$ cat src/rtl/wordle_pkg.sv
// Shared constants and state encoding for guess entry; no logic, no latency.
// The one-hot state values double as the q_Idle/q_Edit/q_Send flag bits.
package wordle_pkg;
  localparam int WORD_LEN = 5;
  localparam int LETTER_W = 8;
  localparam int CUR_W    = 3;
  localparam int WORD_W   = WORD_LEN * LETTER_W;

  localparam logic [LETTER_W-1:0] ASCII_A = 8'h41;
  localparam logic [LETTER_W-1:0] ASCII_Z = 8'h5A;
  localparam logic [LETTER_W-1:0] BLANK   = 8'h00;
  localparam logic [CUR_W-1:0]    LAST_IDX = CUR_W'(WORD_LEN - 1);

  typedef enum logic [2:0] {
    IDLE = 3'b100,
    EDIT = 3'b010,
    SEND = 3'b001
  } state_e;
endpackage

$ cat src/rtl/wordle_guess_entry_if.sv
// Buttons/enable in, guess valid/ack handshake and display view out.
// master = guess-entry producer; slave = game FSM / display side.
interface wordle_guess_entry_if;
  import wordle_pkg::*;

  logic                enable;
  logic                BtnU;
  logic                BtnD;
  logic                BtnR;
  logic                BtnL;
  logic                BtnC;
  logic                guess_ack;
  logic                guess_valid;
  logic [WORD_W-1:0]   guess_word;
  logic [WORD_W-1:0]   entry_word;
  logic [LETTER_W-1:0] cur_char;
  logic [CUR_W-1:0]    cursor;
  logic                q_Idle;
  logic                q_Edit;
  logic                q_Send;

  modport master (
    input  enable, BtnU, BtnD, BtnR, BtnL, BtnC, guess_ack,
    output guess_valid, guess_word, entry_word, cur_char, cursor,
           q_Idle, q_Edit, q_Send
  );

  modport slave (
    output enable, BtnU, BtnD, BtnR, BtnL, BtnC, guess_ack,
    input  guess_valid, guess_word, entry_word, cur_char, cursor,
           q_Idle, q_Edit, q_Send
  );
endinterface

$ cat src/rtl/wordle_letter_cycler.sv
// A..Z up/down wrapping letter register; result visible one cycle after the request.
// Priority clr > load > up > dn; no backpressure.
module wordle_letter_cycler
  import wordle_pkg::*;
(
  input  logic                clk_i,
  input  logic                rst_n_i,
  input  logic                clr_i,
  input  logic                load_i,
  input  logic [LETTER_W-1:0] load_dat_i,
  input  logic                up_i,
  input  logic                dn_i,
  output logic [LETTER_W-1:0] letter_o
);
  logic [LETTER_W-1:0] letter_q, letter_d;

  always_comb begin
    letter_d = letter_q;
    if (clr_i)       letter_d = ASCII_A;
    else if (load_i) letter_d = load_dat_i;
    else if (up_i)   letter_d = (letter_q == ASCII_Z) ? ASCII_A : letter_q + 8'd1;
    else if (dn_i)   letter_d = (letter_q == ASCII_A) ? ASCII_Z : letter_q - 8'd1;
  end

  always_ff @(posedge clk_i or negedge rst_n_i) begin
    if (!rst_n_i) letter_q <= ASCII_A;
    else          letter_q <= letter_d;
  end

  assign letter_o = letter_q;
endmodule

$ cat src/rtl/wordle_guess_entry.sv
// Button-driven 5-letter guess editor; edits land next cycle, guess_valid rises the cycle after the 5th commit.
// guess_valid/guess_word are held until guess_ack; buttons are ignored while waiting.
module wordle_guess_entry
  import wordle_pkg::*;
(
  input  logic                 Clk,
  input  logic                 reset,
  wordle_guess_entry_if.master bus
);
  state_e              state_q, state_d;
  logic [LETTER_W-1:0] slot_q [WORD_LEN];
  logic [LETTER_W-1:0] slot_d [WORD_LEN];
  logic [CUR_W-1:0]    cursor_q, cursor_d;
  logic                valid_q, valid_d;
  logic [WORD_W-1:0]   word_q, word_d;
  logic [WORD_W-1:0]   entry_w;
  logic [LETTER_W-1:0] cur_char;
  logic [CUR_W-1:0]    cur_m1;
  logic                clear_buf;
  logic                cyc_clr, cyc_load, cyc_up, cyc_dn;
  logic [LETTER_W-1:0] cyc_ld_dat;

  wordle_letter_cycler u_cycler (
    .clk_i      (Clk),
    .rst_n_i    (reset),
    .clr_i      (cyc_clr),
    .load_i     (cyc_load),
    .load_dat_i (cyc_ld_dat),
    .up_i       (cyc_up),
    .dn_i       (cyc_dn),
    .letter_o   (cur_char)
  );

  // slot0 sits in the most significant byte
  always_comb begin
    entry_w = '0;
    for (int i = 0; i < WORD_LEN; i++)
      entry_w[(WORD_LEN-1-i)*LETTER_W +: LETTER_W] = slot_q[i];
  end

  assign cur_m1 = cursor_q - CUR_W'(1);

  always_comb begin
    state_d    = state_q;
    slot_d     = slot_q;
    cursor_d   = cursor_q;
    valid_d    = valid_q;
    word_d     = word_q;
    clear_buf  = 1'b0;
    cyc_clr    = 1'b0;
    cyc_load   = 1'b0;
    cyc_ld_dat = ASCII_A;
    cyc_up     = 1'b0;
    cyc_dn     = 1'b0;

    case (state_q)
      IDLE: begin
        if (bus.enable) begin
          state_d   = EDIT;
          clear_buf = 1'b1;
        end
      end
      EDIT: begin
        if (!bus.enable) begin
          state_d   = IDLE;
          clear_buf = 1'b1;
        end else if (bus.BtnC) begin
          clear_buf = 1'b1;
        end else if (bus.BtnL) begin
          if (cursor_q != '0) begin
            cursor_d = cur_m1;
            cyc_load = 1'b1;
            for (int i = 0; i < WORD_LEN; i++) begin
              if (CUR_W'(i) == cur_m1) begin
                slot_d[i]  = BLANK;
                cyc_ld_dat = slot_q[i];
              end
            end
          end
        end else if (bus.BtnR) begin
          for (int i = 0; i < WORD_LEN; i++)
            if (CUR_W'(i) == cursor_q) slot_d[i] = cur_char;
          if (cursor_q < LAST_IDX) begin
            cursor_d = cursor_q + CUR_W'(1);
            cyc_clr  = 1'b1;
          end else begin
            // last letter comes straight from cur_char, not from the slot being written
            word_d  = {entry_w[WORD_W-1:LETTER_W], cur_char};
            valid_d = 1'b1;
            state_d = SEND;
          end
        end else if (bus.BtnU) begin
          cyc_up = 1'b1;
        end else if (bus.BtnD) begin
          cyc_dn = 1'b1;
        end
      end
      SEND: begin
        if (bus.guess_ack) begin
          valid_d   = 1'b0;
          clear_buf = 1'b1;
          state_d   = bus.enable ? EDIT : IDLE;
        end
      end
      default: state_d = IDLE;
    endcase

    if (clear_buf) begin
      for (int i = 0; i < WORD_LEN; i++) slot_d[i] = BLANK;
      cursor_d = '0;
      cyc_clr  = 1'b1;
    end
  end

  always_ff @(posedge Clk or negedge reset) begin
    if (!reset) begin
      state_q  <= IDLE;
      cursor_q <= '0;
      valid_q  <= 1'b0;
      word_q   <= '0;
      for (int i = 0; i < WORD_LEN; i++) slot_q[i] <= BLANK;
    end else begin
      state_q  <= state_d;
      cursor_q <= cursor_d;
      valid_q  <= valid_d;
      word_q   <= word_d;
      for (int i = 0; i < WORD_LEN; i++) slot_q[i] <= slot_d[i];
    end
  end

  assign bus.guess_valid = valid_q;
  assign bus.guess_word  = word_q;
  assign bus.entry_word  = entry_w;
  assign bus.cur_char    = cur_char;
  assign bus.cursor      = cursor_q;
  assign bus.q_Idle      = (state_q == IDLE);
  assign bus.q_Edit      = (state_q == EDIT);
  assign bus.q_Send      = (state_q == SEND);
endmodule

$ cat src/flat_wrapper.sv
// flat-port wrapper written by rule: the top's interface ports become plain ports
module wordle_guess_entry_flat import wordle_pkg::*;
  (Clk, reset, bus_enable, bus_BtnU, bus_BtnD, bus_BtnR, bus_BtnL, bus_BtnC, bus_guess_ack, bus_guess_valid, bus_guess_word, bus_entry_word, bus_cur_char, bus_cursor, bus_q_Idle, bus_q_Edit, bus_q_Send);
  wordle_guess_entry_if bus_i ();
  input  logic Clk;
  input  logic reset;
  input wire logic [$bits(bus_i.enable)-1:0] bus_enable;
  input wire logic [$bits(bus_i.BtnU)-1:0] bus_BtnU;
  input wire logic [$bits(bus_i.BtnD)-1:0] bus_BtnD;
  input wire logic [$bits(bus_i.BtnR)-1:0] bus_BtnR;
  input wire logic [$bits(bus_i.BtnL)-1:0] bus_BtnL;
  input wire logic [$bits(bus_i.BtnC)-1:0] bus_BtnC;
  input wire logic [$bits(bus_i.guess_ack)-1:0] bus_guess_ack;
  output wire logic [$bits(bus_i.guess_valid)-1:0] bus_guess_valid;
  output wire logic [$bits(bus_i.guess_word)-1:0] bus_guess_word;
  output wire logic [$bits(bus_i.entry_word)-1:0] bus_entry_word;
  output wire logic [$bits(bus_i.cur_char)-1:0] bus_cur_char;
  output wire logic [$bits(bus_i.cursor)-1:0] bus_cursor;
  output wire logic [$bits(bus_i.q_Idle)-1:0] bus_q_Idle;
  output wire logic [$bits(bus_i.q_Edit)-1:0] bus_q_Edit;
  output wire logic [$bits(bus_i.q_Send)-1:0] bus_q_Send;
  assign bus_i.enable = bus_enable;
  assign bus_i.BtnU = bus_BtnU;
  assign bus_i.BtnD = bus_BtnD;
  assign bus_i.BtnR = bus_BtnR;
  assign bus_i.BtnL = bus_BtnL;
  assign bus_i.BtnC = bus_BtnC;
  assign bus_i.guess_ack = bus_guess_ack;
  assign bus_guess_valid = bus_i.guess_valid;
  assign bus_guess_word = bus_i.guess_word;
  assign bus_entry_word = bus_i.entry_word;
  assign bus_cur_char = bus_i.cur_char;
  assign bus_cursor = bus_i.cursor;
  assign bus_q_Idle = bus_i.q_Idle;
  assign bus_q_Edit = bus_i.q_Edit;
  assign bus_q_Send = bus_i.q_Send;
  wordle_guess_entry u_core (.Clk(Clk), .reset(reset), .bus(bus_i));
endmodule
$ cat config.mk
export PLATFORM = sky130hd
export DESIGN_NAME = wordle_guess_entry_flat
export DESIGN_NICKNAME = d
export VERILOG_FILES = /design/src/rtl/wordle_pkg.sv /design/src/rtl/wordle_guess_entry_if.sv /design/src/rtl/wordle_letter_cycler.sv /design/src/rtl/wordle_guess_entry.sv /design/src/flat_wrapper.sv
export SDC_FILE = /design/constraint.sdc
export NUM_CORES = 1
export LEC_CHECK = 0
export ABC_AREA = 1
export CORE_MARGIN = 2
export CORE_UTILIZATION = 52
export CTS_CLUSTER_DIAMETER = 30
export CTS_CLUSTER_SIZE = 10
export DETAILED_ROUTE_END_ITERATION = 7
export HOLD_SLACK_MARGIN = 0.03
export PLACE_DENSITY = 0.81
export SLEW_MARGIN = 5
export SYNTH_ARGS = -nofsm -noshare
export SYNTH_HDL_FRONTEND = slang
export SYNTH_SLANG_ARGS = --single-unit
export TNS_END_PERCENT = 5
$ cat constraint.sdc
create_clock -name Clk -period 2.4 [get_ports Clk]
set_clock_uncertainty 0.2 [all_clocks]
set_input_delay 0.48 -clock Clk [delete_from_list [all_inputs] [get_ports Clk]]
set_output_delay 0.48 -clock Clk [all_outputs]
set_load 0.05 [all_outputs]
Word-level counts from Yosys, hierarchy flattened --
Cells that the tools add are included.
Storage, ports and cells: bits of input ports 9, register bits after elaboration 95
Operators by class: muxes and demuxes 87, magnitude comparators 1, $add $sub $neg 4, reductions and logical operators 23, equality and inequality tests 31, bitwise logic cells 3
Operator list (number):
- $mux W40 | 7
- $mux W8 | 26
- $mux W3 | 16
- $reduce_and A7 Y1 | 6
- $mux W1 | 35
- $reduce_bool A3 Y1 | 8
- $ne A3 B1 Y1 const B | 6
- $reduce_and A6 Y1 | 3
- $eq A8 B7 Y1 const B | 2
- $ne A2 B2 Y1 const B | 7
- $eq A2 B3 Y1 const A | 4
- $ne A3 B3 Y1 const B | 4
- $pmux W3 S3 | 1
- $add A8 B1 Y8 const B | 1
- $sub A8 B1 Y8 const B | 1
- $eq A1 B3 Y1 const A | 2
- $eq A3 B3 Y1 const A | 2
- $logic_not A3 Y1 | 2
- $reduce_bool A2 Y1 | 3
- $reduce_bool A4 Y1 | 1
- $add A3 B1 Y3 const B | 1
- $eq A3 B1 Y1 const B | 1
- $eq A3 B2 Y1 const B | 1
- $eq A3 B3 Y1 const B | 1
- other kinds (6) | 8

Depth between registers and ports, before layout --
Gate-level depths: netlist (run 1).
depth after elaboration 14, gate-level depth with buffers 14, mapped depth without buffers 14

By module --
A second synthesis (run 1) with hierarchy kept.
Unflattened totals: cells, all modules 697, area total of the unflattened synthesis 5426.5 sq um
Modules (own cells, without submodules):
- wordle_guess_entry | cells each 546, seq. area each 2178.3 sq um, instances 1, area an instance 4498.1 sq um
- wordle_letter_cycler | cells each 151, seq. area each 202.7 sq um, instances 1, area an instance 928.4 sq um

Worst setup path after synthesis (run 1) --
OpenSTA, ideal clock, no wires.
kind register to register, start reg u_core.cursor_q[0], in the netlist u_core.bus.cursor[0], end reg u_core.slot_q, in the netlist u_core.bus.entry_word[37], arrival time 2.053 ns, required time 2.079 ns, stages on the path, launching flop included 12, path buffers 1, path slack 0.027 ns, cells stage by stage dfrtp_1 > inv_1 > ha_1 > inv_2 > nor2_1 > nand2_1 > nand2_1 > nor2_8 > o211ai_4 > buf_4 > nand3_1 > o21ai_2
On the way: longest elaborated chain between the ends 4, elaborated cells on any way between the ends 8, classes of those cells 1 x add/sub; 2 x eq/ne; 5 x reduce/logical
Ends and longest elaborated chain:
- from (decl) | line wordle_guess_entry.sv:13 | logic [CUR_W-1:0] cursor_q, cursor_d;
- from (signal assigned) | line wordle_guess_entry.sv:124 | cursor_q <= cursor_d;
- $sub A3 B1 Y3 | line wordle_guess_entry.sv:41 | assign cur_m1 = cursor_q - CUR_W'(1);
- $logic_not A3 Y1 | line wordle_guess_entry.sv:74 | if (CUR_W'(i) == cur_m1) begin
- $ne A3 B1 Y1 (no source line)
- $reduce_and A7 Y1 (no source line) (*)
- to (decl) | line wordle_guess_entry.sv:11 | logic [LETTER_W-1:0] slot_q [WORD_LEN];
Every way passes the cells marked *; elsewhere a longest branch is shown, timed or not. A chain may end at the register's enable or synchronous reset.

Worst setup path in the final report (run 1) --
start reg u_core.slot_q, in the netlist u_core.bus.entry_word[20], end out bus_entry_word[20]
RTL lines:
- to (decl) | line flat_wrapper.sv:16 | output wire logic [$bits(bus_i.entry_word)-1:0] bus_entry_word;
No word-level cell between the ends.

==> results.toml, run 1 <==
[synthesis]
netlist-cell-type-count = 37
synth_top_area_share = 0.450
average_footprint_of_a_synthesized_cell_um2 = 8.30
synth_area_leader_cell = "sky130_fd_sc_hd__dfrtp_1"
synth.most_common_cell = "sky130_fd_sc_hd__nand2_1"
synth_enable_flop_cells = 0
sequential_fraction_of_the_synthesis_area = 0.466
synth_fp_nets = 636
asyncSetResetFlopFracSynth = 1.00
synth_area_um2 = 5110
synth.ff_latch_count = 95
ys.flop_type = "sky130_fd_sc_hd__dfrtp_1"
netlist_instances = 616
synth_area_leaders = "sky130_fd_sc_hd__dfrtp_1 45%, sky130_fd_sc_hd__nand2_1 13%, sky130_fd_sc_hd__o21ai_1 6.0%"
synth_top_cells_by_count = "171 x sky130_fd_sc_hd__nand2_1, 92 x sky130_fd_sc_hd__dfrtp_1, 61 x sky130_fd_sc_hd__o21ai_1, 60 x sky130_fd_sc_hd__inv_1, 47 x sky130_fd_sc_hd__nand3_1"
yosys_warnings = 0

[drt]
vias = 4683
starting_drt_drc_count = 342
antenna_left = 0
residual_drc_count = 0
firstDrtPassIters = 5
routed_wire_length_per_instance_um = 16.4
total_wirelength_of_the_detailed_routed_design_um = 14500
routed_via_density = 5.33

[timing]
totalNegativeSetupSlack_ps = 0
worst_slew_pin_slew_ps = 519
hold_violations = 0
fmaxAchievable_ghz = 0.430
tcrit_tclk_final = 0.970
post-route-min-period_ps = 2330
postLayoutSetupSlackWorst_ps = 72.5
relSlewSlack = 0.653
finalSetupViolations = 0
final_number_of_max_transition_violations = 0
grt_setup_unrepaired = "no"
worst_hold_margin_ps = 295

[placed_design]
io_buffer_count = 103
place_worst_setup_slack_ps = -28.9
place.detailed.hpwl_um = 11100
gp_congestion = 0.987

[die]
initial_utilization = 0.531
core_area_um2 = 9640
core.rowCount = 36
pin_count = 104
chipWidth_um = 103
fp.dieArea_um2 = 10600
die_height_um = 103

[power]
net-switching-power_mw = 2.33
areal_power_density_over_the_cells_nw_per_um2 = 779
share_comb_of_total_power = 0.457
cell_internal_pwr_mw = 2.82
peakVddDrop_uv = 454
clockPowerShare = 0.188
leakagePower_nw = 3.20
switching_share = 0.453
power.total_mw = 5.15
p_seq_frac = 0.355

[worst_hold_path]
holdCritStartpoint = "u_core.bus.guess_word[7]"
holdCritPathClass = "register to register"
worst_hold_path.endpoint = "u_core.bus.guess_word[7]"
timing.hold.worst_path_depth = 2

[worst_setup_path]
cp_data_required_time_ps = 1720
reg2regPathDepth = 11
critPathKind = "register to output pin"
worst-path-stages = 1
timing.critical_path.cells = "clkdlybuf4s50_1"
timing.critical_path.to_type = "output pin"
slowest_delay_ps = 840
regToRegSetupSlack_ps = 180
worst_r2r_startpoint = "u_core.bus.cursor[1]"
slowest_stage = "sky130_fd_sc_hd__clkdlybuf4s50_1"
crit_arrival_ps = 1650
cp_top_family = "buffers and inverters"
cp-start-kind = "register"
regToRegEndpoint = "u_core.bus.entry_word[37]"
timing.critical_path.buf_inv = 1
cp_max_fo = 4
startpoint = "u_core.bus.entry_word[20]"

[global_route]
grt.total_usage = 0.291
global_route.overflow_total = 0
grt_start_max_net_pins = 53
grt_pass1_wl_um = 23600
antenna_violations_before_repair = 0
first_global_vias = 4648

[clock_tree]
root_buf_cell = "sky130_fd_sc_hd__clkbuf_8"
clock-sinks = 95
ctsLongestPathBuffers = 2
clk_latency_ps = 370
ctsHtreeMaxLevel = 3
total_cts_buffers = 9
clock_tree_from_tritoncts = "yes"
clk_transition_reported_paths_ps = 100

[cells_and_area]
synthToLayoutAreaGrowth_pct = 29.3
nFillCells = 807
final_nets = 761
fin_util = 0.686
layout_cell_share_with_drive_strength_beyond_1 = 0.150
num_antenna_cells = 0

[run]
maxCapViolCount = 0

[status]
outcome = "finished clean"
worst max path at each step:
stage	slack, ps	endpoint
CTS	10	bus_cursor[0]
global placement	40	u_core.u_cycler.letter_o[5]
global route	20	u_core.bus.entry_word[37]
finish	70	bus_entry_word[20]
floorplan	30	u_core.bus.entry_word[37]
detailed placement	-30	u_core.u_cycler.letter_o[7]
layout make-up:
type | count | area, µm² | share of cell area
timing repair buffer | 132 | 1270 | 0.192
tap | 133 | 166 | 0.0252
inverter | 73 | 277 | 0.0418
sequential | 95 | 2380 | 0.360
clock buffer | 12 | 135 | 0.0204
multi-input combinational | 430 | 2350 | 0.356
clock inverter | 4 | 30.0 | 0.00454
worst reg2reg max path, cell delays in order, from the launching register on:
cell,delay (ps)
sky130_fd_sc_hd__dfrtp_1,360
sky130_fd_sc_hd__inv_1,90
sky130_fd_sc_hd__ha_1,220
sky130_fd_sc_hd__inv_1,80
sky130_fd_sc_hd__nand2_1,80
sky130_fd_sc_hd__nand2_4,130
sky130_fd_sc_hd__buf_4,130
sky130_fd_sc_hd__nor2_4,50
sky130_fd_sc_hd__buf_4,140
sky130_fd_sc_hd__o211ai_4,420
sky130_fd_sc_hd__nand3_1,170
sky130_fd_sc_hd__o21ai_2,80
logic make-up (layout without fill, tap and decap cells):
logic type	count (synthesis)	in the layout	synth area share
and+or+nand+nor	286	286	0.263
DFF	95	95	0.466
adders and majority gates	11	11	0.0269
muxes	18	18	0.0396
AOI/OAI and AO/OA	110	110	0.122
xor gates and xnor gates	5	5	0.00856
buffers and inverters	91	221	0.0746
sequential cells by signal, indices dropped and copies added (netlist names):
| signal | flops |
|---|---|
| u_core.bus.cursor | 3 |
| u_core.bus.entry_word | 40 |
| u_core.bus.guess_valid | 1 |
| u_core.bus.guess_word | 40 |
| u_core.state_q | 3 |
| u_core.u_cycler.letter_o | 8 |
power by group through the flow:
stage	registers [mW]	clock network (mW)	logic [mW]
2_1_floorplan	2.08	0	1.38
3_3_place_gp	1.85	0	2.29
3_5_place_dp	1.86	0	2.32
4_1_cts	1.83	0.983	2.33
5_1_grt	1.84	1.04	2.58
6_report	1.83	0.968	2.35
placed cells by master (no fill, tap or decap), types with 2 or more instances in the layout:
cell type / instances
sky130_fd_sc_hd__nand2_1: 171
sky130_fd_sc_hd__dfrtp_1: 92
sky130_fd_sc_hd__clkdlybuf4s50_1: 88
sky130_fd_sc_hd__o21ai_1: 61
sky130_fd_sc_hd__inv_1: 59
sky130_fd_sc_hd__nand3_1: 47
sky130_fd_sc_hd__buf_4: 37
sky130_fd_sc_hd__nor2_1: 32
sky130_fd_sc_hd__o21ai_0: 20
sky130_fd_sc_hd__inv_2: 12
sky130_fd_sc_hd__mux2_1: 12
sky130_fd_sc_hd__a21oi_1: 12
sky130_fd_sc_hd__ha_1: 11
sky130_fd_sc_hd__nand2_4: 10
sky130_fd_sc_hd__clkbuf_8: 9
sky130_fd_sc_hd__nand4_1: 8
sky130_fd_sc_hd__o21ai_2: 7
sky130_fd_sc_hd__mux2_2: 6
sky130_fd_sc_hd__nand2_2: 4
sky130_fd_sc_hd__buf_12: 4
sky130_fd_sc_hd__nor2_4: 3
sky130_fd_sc_hd__nor2_8: 3
sky130_fd_sc_hd__a21oi_2: 3
sky130_fd_sc_hd__or2_0: 3
sky130_fd_sc_hd__xor2_1: 3
sky130_fd_sc_hd__a31oi_1: 3
sky130_fd_sc_hd__clkbuf_1: 3
sky130_fd_sc_hd__dfstp_2: 3
sky130_fd_sc_hd__nor3_2: 2
sky130_fd_sc_hd__o22ai_1: 2
sky130_fd_sc_hd__xnor2_1: 2
sky130_fd_sc_hd__inv_6: 2
metal layers:
layer | part of all wire | routed length, µm | global-route usage | vias up
li1 | - | - | - | 2237
met1 | 0.42 | 6080 | 0.390 | 2205
met2 | 0.47 | 6840 | 0.468 | 202
met3 | 0.069 | 998 | 0.0491 | 39
met4 | 0.037 | 529 | 0.135 | 0
met5 | 0 | 0 | 0 | -
repair_timing:
| item | in CTS | in global routing |
|---|---|---|
| gates cloned | 0 | 0 |
| pin swaps | 0 | 1 |
| buffers inserted | 0 | 1 |
| gates resized for setup | 1 | 2 |
| hold buffers | 1 | 0 |
| hold endpoints to repair | 17 | 0 |
| setup endpoints to repair | 1 | 3 |
metrics by stage:
step | cell area, µm² | std cells
detailed placement | 6430 | 861
global placement | 6430 | 861
global route | 6610 | 879
floorplan | 5110 | 616
finish | 6610 | 879
CTS | 6600 | 878
Note: power is estimated with default switching activity, not from simulation.
==> run 2: changes to the inputs <==
--- a/config.mk
+++ b/config.mk
@@ -7,12 +7,11 @@
 export LEC_CHECK = 0
 export ABC_AREA = 1
 export CORE_MARGIN = 2
-export CORE_UTILIZATION = 52
+export CORE_UTILIZATION = 40
 export CTS_CLUSTER_DIAMETER = 30
 export CTS_CLUSTER_SIZE = 10
 export DETAILED_ROUTE_END_ITERATION = 7
 export HOLD_SLACK_MARGIN = 0.03
-export PLACE_DENSITY = 0.81
 export SLEW_MARGIN = 5
 export SYNTH_ARGS = -nofsm -noshare
 export SYNTH_HDL_FRONTEND = slang
==> results.toml, run 2 (same netlist as run 1, synthesis figures left out) <==
[clock_tree]
clock-sinks = 95
clk_latency_ps = 350
total_cts_buffers = 9
clock_tree_from_tritoncts = "yes"
cts.repair_timing.setup_buffer_count = 0
clk_transition_reported_paths_ps = 60
ctsLongestPathBuffers = 2
ctsHtreeMaxLevel = 3
root_buf_cell = "sky130_fd_sc_hd__clkbuf_16"

[worst_setup_path]
crit_arrival_ps = 1650
cp-start-kind = "register"
worst_r2r_startpoint = "u_core.bus.cursor[0]"
startpoint = "u_core.bus.cursor[1]"
cp_data_required_time_ps = 1720
cp_max_fo = 5
timing.critical_path.to_type = "output pin"
critPathKind = "register to output pin"
regToRegSetupSlack_ps = 220

[status]
outcome = "finished clean"

[global_route]
grt.total_usage = 0.226
global_route.usage.met3 = 0.0314
busiest_layer = "met2"
first_global_vias = 4325
grtUsageMet1 = 0.325
grt_pass1_wl_um = 23300
grt_start_max_net_pins = 43
antenna_violations_before_repair = 0
global_route.usage.met2 = 0.341
global_route.overflow_total = 0

[power]
net-switching-power_mw = 2.36
cell_internal_pwr_mw = 3.24
switching_share = 0.421
p_seq_frac = 0.326
leakagePower_nw = 3.25
areal_power_density_over_the_cells_nw_per_um2 = 822
share_comb_of_total_power = 0.420
peakVddDrop_uv = 384
clockPowerShare = 0.254

[cells_and_area]
mostFrequentLayoutCells = "171 x sky130_fd_sc_hd__nand2_1, 92 x sky130_fd_sc_hd__dfrtp_1, 90 x sky130_fd_sc_hd__clkdlybuf4s50_1"
layout_cell_share_with_drive_strength_beyond_1 = 0.151
seq_area_um2 = 2380
multi_input_area_um2 = 2350
nFillCells = 1206
final_nets = 762
synthToLayoutAreaGrowth_pct = 33.1
fin_util = 0.542
final_common_cell = "sky130_fd_sc_hd__nand2_1"
num_antenna_cells = 0

[timing]
final_number_of_max_transition_violations = 0
tcrit_tclk_final = 0.972
post-route-min-period_ps = 2330
grt_setup_unrepaired = "no"
relSlewSlack = 0.645
hold_violations = 0
finalSetupViolations = 0
worst_slew_pin_slew_ps = 532
fmaxAchievable_ghz = 0.429
totalNegativeSetupSlack_ps = 0

[die]
fp.dieArea_um2 = 13700
die_height_um = 117
initial_utilization = 0.407
chipWidth_um = 117
pin_count = 104
core_area_um2 = 12600
core.rowCount = 41

[worst_hold_path]
holdCritPathClass = "register to register"
holdCritStartpoint = "u_core.bus.guess_word[1]"

[drt]
antenna_left = 0
total_wirelength_of_the_detailed_routed_design_um = 14700
starting_drt_drc_count = 269
residual_drc_count = 0
firstDrtPassIters = 5
vias = 4636
routed_wire_length_per_instance_um = 16.0
routed_via_density = 5.04

[placed_design]
place.detailed.hpwl_um = 11000
io_buffer_count = 103
gp_congestion = 0.885

[run]
maxCapViolCount = 0
[run 2: cell count changes in the layout (fill, tap and decap cells not counted)]
cell / previous run / this run
sky130_fd_sc_hd__clkinv_4: 0 / 1
sky130_fd_sc_hd__clkbuf_8: 9 / 3
sky130_fd_sc_hd__buf_4: 37 / 36
sky130_fd_sc_hd__inv_6: 2 / 1
sky130_fd_sc_hd__inv_2: 12 / 11
sky130_fd_sc_hd__clkbuf_16: 0 / 9
sky130_fd_sc_hd__buf_12: 4 / 5
sky130_fd_sc_hd__dlymetal6s2s_1: 1 / 0
sky130_fd_sc_hd__clkbuf_1: 3 / 1
sky130_fd_sc_hd__inv_1: 59 / 60
sky130_fd_sc_hd__clkdlybuf4s50_1: 88 / 90
sky130_fd_sc_hd__clkinv_2: 1 / 0
[run 2: worst paths after layout]
path	end	depth (start not counted)
setup / recovery	bus_cursor[1]	2
hold / removal	u_core.bus.guess_word[1]	2
min in group asynchronous	u_core.bus.guess_word[7]	2
hold reg to reg	u_core.bus.guess_word[1]	2
max in group asynchronous	u_core.bus.cursor[1]	3
setup reg to reg	u_core.bus.entry_word[11]	8
[run 2: repair_timing]
| item | CTS | global route |
|---|---|---|
| hold endpoints to repair | 33 | 0 |
| hold buffers | 1 | 0 |
| setup endpoints to repair | 1 | 0 |
| resized for setup | 1 | 0 |
[run 2: layout make-up]
class                      count  area share
sequential                    95       0.350
tap                          172      0.0316
clock inverter                 3     0.00367
inverter                      73      0.0406
multi-input combinational    430       0.345
timing repair buffer         133       0.189
clock buffer                  13      0.0397
[run 2: power by group through the flow]
stage	Sequential [mW]	Clock, mW	Combinational (mW)
2_1_floorplan	2.08	0	1.38
3_3_place_gp	1.85	0	2.32
3_5_place_dp	1.86	0	2.34
4_1_cts	1.83	1.46	2.35
5_1_grt	1.84	1.51	2.57
6_report	1.83	1.42	2.35
[run 2: routing by layer]
| layer | share of wire | up-vias |
|---|---|---|
| met5 | 0 | - |
| met4 | 0.032 | 0 |
| met3 | 0.049 | 26 |
| met2 | 0.45 | 153 |
| met1 | 0.47 | 2206 |
| li1 | - | 2251 |
[run 2: per-stage QoR]
| step | setup WS (ps) | cells | power (mW) | area, µm² | hold slack [ps] |
|---|---|---|---|---|---|
| detailed placement | -25.3 | 902 | 4.19 | 6510 | 278 |
| global route | 2.13 | 919 | 5.93 | 6810 | 318 |
| global placement | 11.9 | 902 | 4.17 | 6510 | 266 |
| CTS | 47.0 | 919 | 5.63 | 6810 | 294 |
| floorplan | 26.5 | 616 | 3.45 | 5110 | -15.6 |
| finish | 67.0 | 919 | 5.60 | 6810 | 285 |
[run 2: worst max-delay path: stages (launching register included)]
cell and delay (ps):
sky130_fd_sc_hd__dfrtp_1 350, sky130_fd_sc_hd__buf_4 150, sky130_fd_sc_hd__clkdlybuf4s50_1 810
